==> src/rtl/fetch_unit_if.sv <==
// Bus bundle for fetch_unit: imem request/response, redirect from execute,
// and the instruction hand-off to decode. master = fetch side, slave = environment.
interface fetch_unit_if #(
    parameter int unsigned DATA_W = 32
);
    logic              imem_req_valid;
    logic              imem_req_ready;
    logic [DATA_W-1:0] imem_req_addr;
    logic              imem_rsp_valid;
    logic [DATA_W-1:0] imem_rsp_data;
    logic              redirect_valid;
    logic [DATA_W-1:0] redirect_target;
    logic              if_valid;
    logic              if_ready;
    logic [DATA_W-1:0] if_instr;
    logic [DATA_W-1:0] if_pc;
    logic [DATA_W-1:0] if_pc_plus4;
    logic              fetch_misalign;

    modport master (
        output imem_req_valid, imem_req_addr,
        input  imem_req_ready, imem_rsp_valid, imem_rsp_data,
        input  redirect_valid, redirect_target,
        output if_valid, if_instr, if_pc, if_pc_plus4,
        input  if_ready,
        output fetch_misalign
    );

    modport slave (
        input  imem_req_valid, imem_req_addr,
        output imem_req_ready, imem_rsp_valid, imem_rsp_data,
        output redirect_valid, redirect_target,
        input  if_valid, if_instr, if_pc, if_pc_plus4,
        output if_ready,
        input  fetch_misalign
    );
endinterface

==> src/rtl/fetch_unit.sv <==
// Instruction-fetch stage: owns the PC, keeps at most one imem request in flight,
// hands instructions to decode. Optional sticky misalign flag: FETCH_ALIGN_CHECK_EN.
module fetch_unit #(
    parameter int unsigned       DATA_W   = 32,
    parameter logic [DATA_W-1:0] RESET_PC = '0
) (
    input logic         clk,
    input logic         reset,
    fetch_unit_if.master bus
);

    typedef enum logic [1:0] {
        S_REQ,
        S_WAIT,
        S_HOLD,
        S_DRAIN
    } state_t;

    state_t            r_state;
    state_t            w_state_nxt;
    logic [DATA_W-1:0] r_pc;
    logic [DATA_W-1:0] w_pc_nxt;
    logic [DATA_W-1:0] w_pc_plus4;
    logic [DATA_W-1:0] w_redirect_pc;
    logic              r_if_valid;
    logic              w_if_valid_nxt;
    logic [DATA_W-1:0] r_if_instr;
    logic [DATA_W-1:0] r_if_pc;
    logic [DATA_W-1:0] r_if_pc_plus4;
    logic              w_capture;
    logic              w_req_valid;
    logic              w_accept;
    logic              w_misalign;

    assign w_req_valid   = (r_state == S_REQ) & ~reset;
    assign w_accept      = w_req_valid & bus.imem_req_ready;
    assign w_pc_plus4    = r_pc + DATA_W'(4);
    assign w_redirect_pc = {bus.redirect_target[DATA_W-1:2], 2'b00};

    always_comb begin
        w_state_nxt    = r_state;
        w_pc_nxt       = r_pc;
        w_if_valid_nxt = r_if_valid;
        w_capture      = 1'b0;

        if (bus.redirect_valid) begin
            // Redirect wins; only the in-flight bookkeeping depends on state.
            w_pc_nxt       = w_redirect_pc;
            w_if_valid_nxt = 1'b0;
            case (r_state)
                S_REQ:   w_state_nxt = w_accept ? S_DRAIN : S_REQ;
                S_WAIT:  w_state_nxt = bus.imem_rsp_valid ? S_REQ : S_DRAIN;
                S_HOLD:  w_state_nxt = S_REQ;
                S_DRAIN: w_state_nxt = bus.imem_rsp_valid ? S_REQ : S_DRAIN;
                default: w_state_nxt = S_REQ;
            endcase
        end else begin
            case (r_state)
                S_REQ: begin
                    if (w_accept) begin
                        w_state_nxt = S_WAIT;
                    end
                end
                S_WAIT: begin
                    if (bus.imem_rsp_valid) begin
                        w_capture      = 1'b1;
                        w_if_valid_nxt = 1'b1;
                        w_state_nxt    = S_HOLD;
                    end
                end
                S_HOLD: begin
                    if (r_if_valid && bus.if_ready) begin
                        w_if_valid_nxt = 1'b0;
                        w_pc_nxt       = w_pc_plus4;
                        w_state_nxt    = S_REQ;
                    end
                end
                S_DRAIN: begin
                    if (bus.imem_rsp_valid) begin
                        w_state_nxt = S_REQ;
                    end
                end
                default: w_state_nxt = S_REQ;
            endcase
        end
    end

    always_ff @(posedge clk) begin
        if (reset) begin
            r_state       <= S_REQ;
            r_pc          <= RESET_PC;
            r_if_valid    <= 1'b0;
            r_if_instr    <= '0;
            r_if_pc       <= RESET_PC;
            r_if_pc_plus4 <= RESET_PC + DATA_W'(4);
        end else begin
            r_state    <= w_state_nxt;
            r_pc       <= w_pc_nxt;
            r_if_valid <= w_if_valid_nxt;
            if (w_capture) begin
                r_if_instr    <= bus.imem_rsp_data;
                r_if_pc       <= r_pc;
                r_if_pc_plus4 <= w_pc_plus4;
            end
        end
    end

`ifdef FETCH_ALIGN_CHECK_EN
    logic r_misalign;

    always_ff @(posedge clk) begin
        if (reset) begin
            r_misalign <= 1'b0;
        end else if (bus.redirect_valid && (bus.redirect_target[1:0] != 2'b00)) begin
            r_misalign <= 1'b1;
        end
    end

    assign w_misalign = r_misalign;
`else
    logic w_unused_target_lo;

    assign w_unused_target_lo = ^bus.redirect_target[1:0];
    assign w_misalign         = 1'b0;
`endif

    assign bus.imem_req_valid = w_req_valid;
    assign bus.imem_req_addr  = r_pc;
    assign bus.if_valid       = r_if_valid;
    assign bus.if_instr       = r_if_instr;
    assign bus.if_pc          = r_if_pc;
    assign bus.if_pc_plus4    = r_if_pc_plus4;
    assign bus.fetch_misalign = w_misalign;

endmodule

==> src/flat_wrapper.sv <==
// flat-port wrapper written by rule: the top's interface ports become plain ports
module fetch_unit_flat 
#(
    parameter int unsigned       DATA_W   = 32,
    parameter logic [DATA_W-1:0] RESET_PC = '0
)
  (clk, reset, bus_imem_req_valid, bus_imem_req_addr, bus_imem_req_ready, bus_imem_rsp_valid, bus_imem_rsp_data, bus_redirect_valid, bus_redirect_target, bus_if_valid, bus_if_instr, bus_if_pc, bus_if_pc_plus4, bus_if_ready, bus_fetch_misalign);
  fetch_unit_if #(.DATA_W(DATA_W)) bus_i ();
  input logic clk;
  input logic reset;
  output wire logic [$bits(bus_i.imem_req_valid)-1:0] bus_imem_req_valid;
  output wire logic [$bits(bus_i.imem_req_addr)-1:0] bus_imem_req_addr;
  input wire logic [$bits(bus_i.imem_req_ready)-1:0] bus_imem_req_ready;
  input wire logic [$bits(bus_i.imem_rsp_valid)-1:0] bus_imem_rsp_valid;
  input wire logic [$bits(bus_i.imem_rsp_data)-1:0] bus_imem_rsp_data;
  input wire logic [$bits(bus_i.redirect_valid)-1:0] bus_redirect_valid;
  input wire logic [$bits(bus_i.redirect_target)-1:0] bus_redirect_target;
  output wire logic [$bits(bus_i.if_valid)-1:0] bus_if_valid;
  output wire logic [$bits(bus_i.if_instr)-1:0] bus_if_instr;
  output wire logic [$bits(bus_i.if_pc)-1:0] bus_if_pc;
  output wire logic [$bits(bus_i.if_pc_plus4)-1:0] bus_if_pc_plus4;
  input wire logic [$bits(bus_i.if_ready)-1:0] bus_if_ready;
  output wire logic [$bits(bus_i.fetch_misalign)-1:0] bus_fetch_misalign;
  assign bus_imem_req_valid = bus_i.imem_req_valid;
  assign bus_imem_req_addr = bus_i.imem_req_addr;
  assign bus_i.imem_req_ready = bus_imem_req_ready;
  assign bus_i.imem_rsp_valid = bus_imem_rsp_valid;
  assign bus_i.imem_rsp_data = bus_imem_rsp_data;
  assign bus_i.redirect_valid = bus_redirect_valid;
  assign bus_i.redirect_target = bus_redirect_target;
  assign bus_if_valid = bus_i.if_valid;
  assign bus_if_instr = bus_i.if_instr;
  assign bus_if_pc = bus_i.if_pc;
  assign bus_if_pc_plus4 = bus_i.if_pc_plus4;
  assign bus_i.if_ready = bus_if_ready;
  assign bus_fetch_misalign = bus_i.fetch_misalign;
  fetch_unit #(.DATA_W(DATA_W), .RESET_PC(RESET_PC)) u_core (.clk(clk), .reset(reset), .bus(bus_i));
endmodule
==> config.mk <==
export PLATFORM = sky130hd
export DESIGN_NAME = fetch_unit_flat
export DESIGN_NICKNAME = d
export VERILOG_FILES = /design/src/rtl/fetch_unit_if.sv /design/src/rtl/fetch_unit.sv /design/src/flat_wrapper.sv
export SDC_FILE = /design/constraint.sdc
export NUM_CORES = 1
export LEC_CHECK = 0
export CAP_MARGIN = 0
export CORE_ASPECT_RATIO = 1.1
export CORE_UTILIZATION = 30
export CTS_CLUSTER_DIAMETER = 50
export DETAILED_ROUTE_END_ITERATION = 12
export MAX_ROUTING_LAYER = met4
export SLEW_MARGIN = 25
export SYNTH_ARGS = -nofsm -noshare
export SYNTH_HDL_FRONTEND = slang
export SYNTH_SLANG_ARGS = --single-unit
==> constraint.sdc <==
create_clock -name clk -period 2.3 [get_ports clk]
set_clock_uncertainty 0.2 [all_clocks]
set_input_delay 0.23 -clock clk [delete_from_list [all_inputs] [get_ports clk]]
set_output_delay 0.23 -clock clk [all_outputs]
set_load 0.05 [all_outputs]
Word-level counts from Yosys, hierarchy flattened. Cells that the tools add are included.

Register bits: 131. Input bits: 70.

$add $sub $neg: 1. Equal/unequal tests: 9. Multiplexer cells: 18. Bitwise operators: 3. Reductions and logical operators: 11.

Operators with widths (number): $mux 32 (3); $add 32x3->32 const B (1); $mux 2 (7); $pmux 2 s4 (1); $ne 3x2->1 const B (2); $ne 3x3->1 const B (2); $pmux 2 s3 (1); $reduce_bool 2->1 (3); $mux 1 (5); $eq 2x2->1 const B (2); $reduce_and 2->1 (2); $reduce_and 4->1 (1); $reduce_or 2->1 (2); $reduce_and 3->1 (1); $and 1x1->1 (2); $eq 2x1->1 const B (1); $logic_not 2->1 (1); $ne 2x1->1 const B (1); $ne 2x2->1 const B (1); $pmux 1 s2 (1); $logic_and 1x1->1 (1); $not 1->1 (1).

Logic depth before layout (Yosys ltp).
Depth in word-level cells: 6. Depth in mapped cells: 7. Gate-level depth less buffers: 5.

Worst setup path after synthesis. No wires, ideal clock.

Path kind: register -> register. Start: register u_core.r_pc[2] (netlist: u_core.bus.imem_req_addr[2]). End: register u_core.r_pc[22] (netlist: u_core.bus.imem_req_addr[22]). Setup time: 0.116 ns. Arrival time: 2.430 ns. Data required time: 1.984 ns. Setup slack: -0.446 ns. Cell stages (with the launch flop): 7. Buffers on the path: 1. Clock period less this slack: 2.746 ns. Path through: dfxtp_1 -> ha_1 -> nand4_1 -> or4_1 -> buf_2 -> or4_1 -> and3_1.

Cells in the longest elaborated chain, start to end: 4.

Ends and longest elaborated chain: from (decl) (line fetch_unit.sv:21) `logic [DATA_W-1:0] r_pc;`; from (signal assigned) (line fetch_unit.sv:98) `r_pc <= w_pc_nxt;`; $add 32x3->32 (line fetch_unit.sv:37) `assign w_pc_plus4 = r_pc + DATA_W'(4);`; $mux 32 (line fetch_unit.sv:72) `if (r_if_valid && bus.if_ready) begin`; $mux 32 (line fetch_unit.sv:58) `case (r_state)`; $mux 32 (line fetch_unit.sv:46) `if (bus.redirect_valid) begin`.

No other way between the ends. The select of a mux whose other input is x is not followed. A chain may end at the register's enable or synchronous reset.

Worst setup path after layout.
Start: register u_core.r_pc[17] (netlist: u_core.bus.imem_req_addr[17]). End: output port bus_imem_req_addr[17].

RTL lines: to (decl) (line flat_wrapper.sv:12) `output wire logic [$bits(bus_i.imem_req_addr)-1:0] bus_imem_req_addr;`.

No word-level cell between the ends.

==> results.toml <==
[run_status]
status = "completed"

[placed_design]
io_buffers = 191
dp_hpwl_mm = 13.5
pre_cts_ws_ns = -0.193
routabilityCongestion = 0.843

[synth]
synth_cell_types = 53
synthCells = 712
avgSynthCellArea_sq_um = 7.95
synth_edf_count = 0
yosys_most_used_dff = "dfxtp_1"
async_reset_ff_frac = 0
yosysSeqAreaShare = 0.442
synth_seq_cells = 125
yosysWarnings = 0
synth_area_sq_um = 5660

[sta]
rsz0062_at_grt = "false"
finalWorstSetupSlack_ns = 0.0640
hold_viol = 0
finalSetupViolations = 0
slew_viol_final = 0
relSlewSlack = 0.620
tightestPinTransition_ns = 0.568
hold_ws_ns = 0.0736
post-route-period-util = 0.972
fmax_mhz = 447
period_needed_ns = 2.24

[floorplan]
ioPinCount = 201
rows = 52
die_x_microns = 133
start_util = 0.307
core_area_sq_um = 18400
die_h_microns = 146
die_area_sq_um = 19400

[cells_and_area]
fillers = 1779
final_cell_mix = "clkdlybuf4s50_1 (187), nand2_1 (150), dfxtp_1 (102)"
final_common_cell = "clkdlybuf4s50_1"
design.final.nets = 982
drive_gt1_frac = 0.140
diodes = 0
syn2layout_area_growth_pct = 55.7

[global_routing]
grt_pass1_wl_mm = 30.0
antenna_found_initial = 0
grt_usage = 0.205
grt_max_degree = 45
first_global_vias = 5488
overflow = 0

[pwr]
power.density_nw_per_um2 = 692
finalPower_w = 0.00610
power.leakage_nw = 2.99
ir_worst_vdd_mv = 0.490

[route]
dr.pass1.iters = 5
drc = 0
wl_per_cell_microns = 16.3
detailedRoute.firstIterationViolations = 378
via_per_inst = 5.01
wl_mm = 19.0
ant_nets = 0
via_count = 5841

[worst_setup_path]
critPathMaxFanout = 11
cp_slowest_cell = "clkdlybuf4s50_1"
rrSetupSlack_ns = 0.12
startpoint_type = "register"
rr_startpoint = "u_core.bus.imem_req_addr[16]"
cp-end-kind = "primary output"
crit_required_ns = 1.87
crit_chain = "buf_4 > clkdlybuf4s50_1"
rr_worst_depth = 4
arrival_ns = 1.81
cpPeakStageDelay_ns = 0.83
timing.rr.end = "u_core.bus.imem_req_addr[21]"
crit_type = "register to primary output"
cpLargestDelayFamily = "buffers and inverters"
cp_num_buf_inv = 2

[clock_tree]
cts_sinks = 125
cts.htree.levels = 4
cts_setup_buffers = 0
cts_buffers = 17
cts_root_buf = "clkbuf_16"
clock_latency_ns = 0.43
clockBufferDepth = 2
cts.clk_slew.worst_paths_ns = 0.06
cts_tree = "done"

[min_path]
min_to = "u_core.bus.imem_req_addr[31]"
hp-class = "input pin to register"
worstHoldPathCells = 4
hold_path.startpoint = "reset"

[run]
maxCapViolations = 0
-- cells by family after synthesis --
| kind of cell | share of synthesized area |
|---|---|
| AO/OA/AOI/OAI | 0.198 |
| XOR/XNOR | 0.0325 |
| adder cells (fa/ha/maj) | 0.00221 |
| buffers and inverters | 0.0621 |
| flip-flops | 0.442 |
| multiplexers | 0.00177 |
| other | 0.000662 |
| AND/OR/NAND/NOR | 0.261 |
-- cells in the mapped netlist, types with 3 or more instances --
| cell | n | area share |
|---|---|---|
| nand2_1 | 150 | 0.099 |
| dfxtp_1 | 125 | 0.44 |
| a21oi_1 | 75 | 0.066 |
| clkbuf_1 | 54 | 0.036 |
| o21ai_0 | 38 | 0.034 |
| nor2_1 | 31 | 0.021 |
| a211oi_1 | 17 | 0.023 |
| nand3_1 | 17 | 0.015 |
| a311oi_1 | 14 | 0.022 |
| nand4_1 | 14 | 0.015 |
| nor3_1 | 14 | 0.012 |
| or4_1 | 14 | 0.019 |
| o31ai_1 | 13 | 0.017 |
| or3_1 | 13 | 0.014 |
| nor4_1 | 12 | 0.013 |
| xor2_1 | 12 | 0.019 |
| a31oi_1 | 10 | 0.011 |
| and3_1 | 10 | 0.011 |
| buf_2 | 10 | 0.0088 |
| buf_4 | 9 | 0.012 |
| xnor2_1 | 9 | 0.014 |
| and4_1 | 7 | 0.011 |
| buf_1 | 4 | 0.0027 |
| a211o_1 | 3 | 0.0046 |
| a32o_1 | 3 | 0.0053 |
| a32oi_1 | 3 | 0.0046 |
| inv_1 | 3 | 0.0020 |
| nor4bb_1 | 3 | 0.0053 |
-- layout make-up --
type,instances,area [sq um],share of cell area
sequential,125,2550,0.289
timing repair buffer,252,2450,0.278
inverter,3,11.3,0.00128
clock inverter,8,104,0.0118
multi-input combinational,512,2870,0.326
clock buffer,24,523,0.0593
tap,243,304,0.0345
-- tightest hold or removal path, delay by kind of cell --
family | cells | cell delay (ns)
buf+inv | 1 | 0.15
simple gates | 3 | 0.26
-- power by group --
group	internal (W)	switching (W)	leakage, nW
sequential	0.00225	0.0000855	1.03
combinational	0.000380	0.000584	1.67
clock	0.00180	0.000995	0.296
-- metrics by stage --
stage	setup TNS [ns]	cell area, sq um	util	std cells
after floorplan	-0.0838	5750	-	718
after global placement	-0.162	8190	0.445	1135
after detailed placement	-1.02	8190	0.445	1135
after CTS	0	8810	0.479	1167
after global routing	0	8810	0.479	1167
final	0	8810	0.479	1167
-- sequential cells by signal, summed over array words and instances (netlist names) --
register / flops
u_core.bus.if_pc: 30
u_core.bus.if_instr: 32
u_core.bus.if_valid: 1
u_core.bus.imem_req_addr: 30
u_core.r_state: 2
u_core.bus.if_pc_plus4: 30
-- worst max-delay path by stage --
stage	from	to	depth (start not counted)
5_1_grt	u_core.bus.if_valid	u_core.bus.imem_req_addr[17]	4
2_1_floorplan	u_core.bus.imem_req_addr[13]	u_core.bus.imem_req_addr[22]	6
6_report	u_core.bus.imem_req_addr[17]	bus_imem_req_addr[17]	2
3_5_place_dp	bus_if_ready	u_core.bus.imem_req_addr[17]	5
3_3_place_gp	bus_if_ready	u_core.bus.imem_req_addr[21]	5
4_1_cts	u_core.bus.imem_req_addr[17]	bus_imem_req_addr[17]	2
-- layer usage --
metal,vias to the layer above,wire length (microns),global-route usage
li1,2936,-,-
met4,0,267,0.0822
met1,2718,8400,0.256
met2,167,9070,0.316
met5,-,0,-
met3,20,1270,0.0497
-- what timing repair did --
item,in CTS,in global routing
resized for setup,1,0
setup endpoints to repair,1,0
hold buffers,0,0
Power figures use the tool's default switching activity.
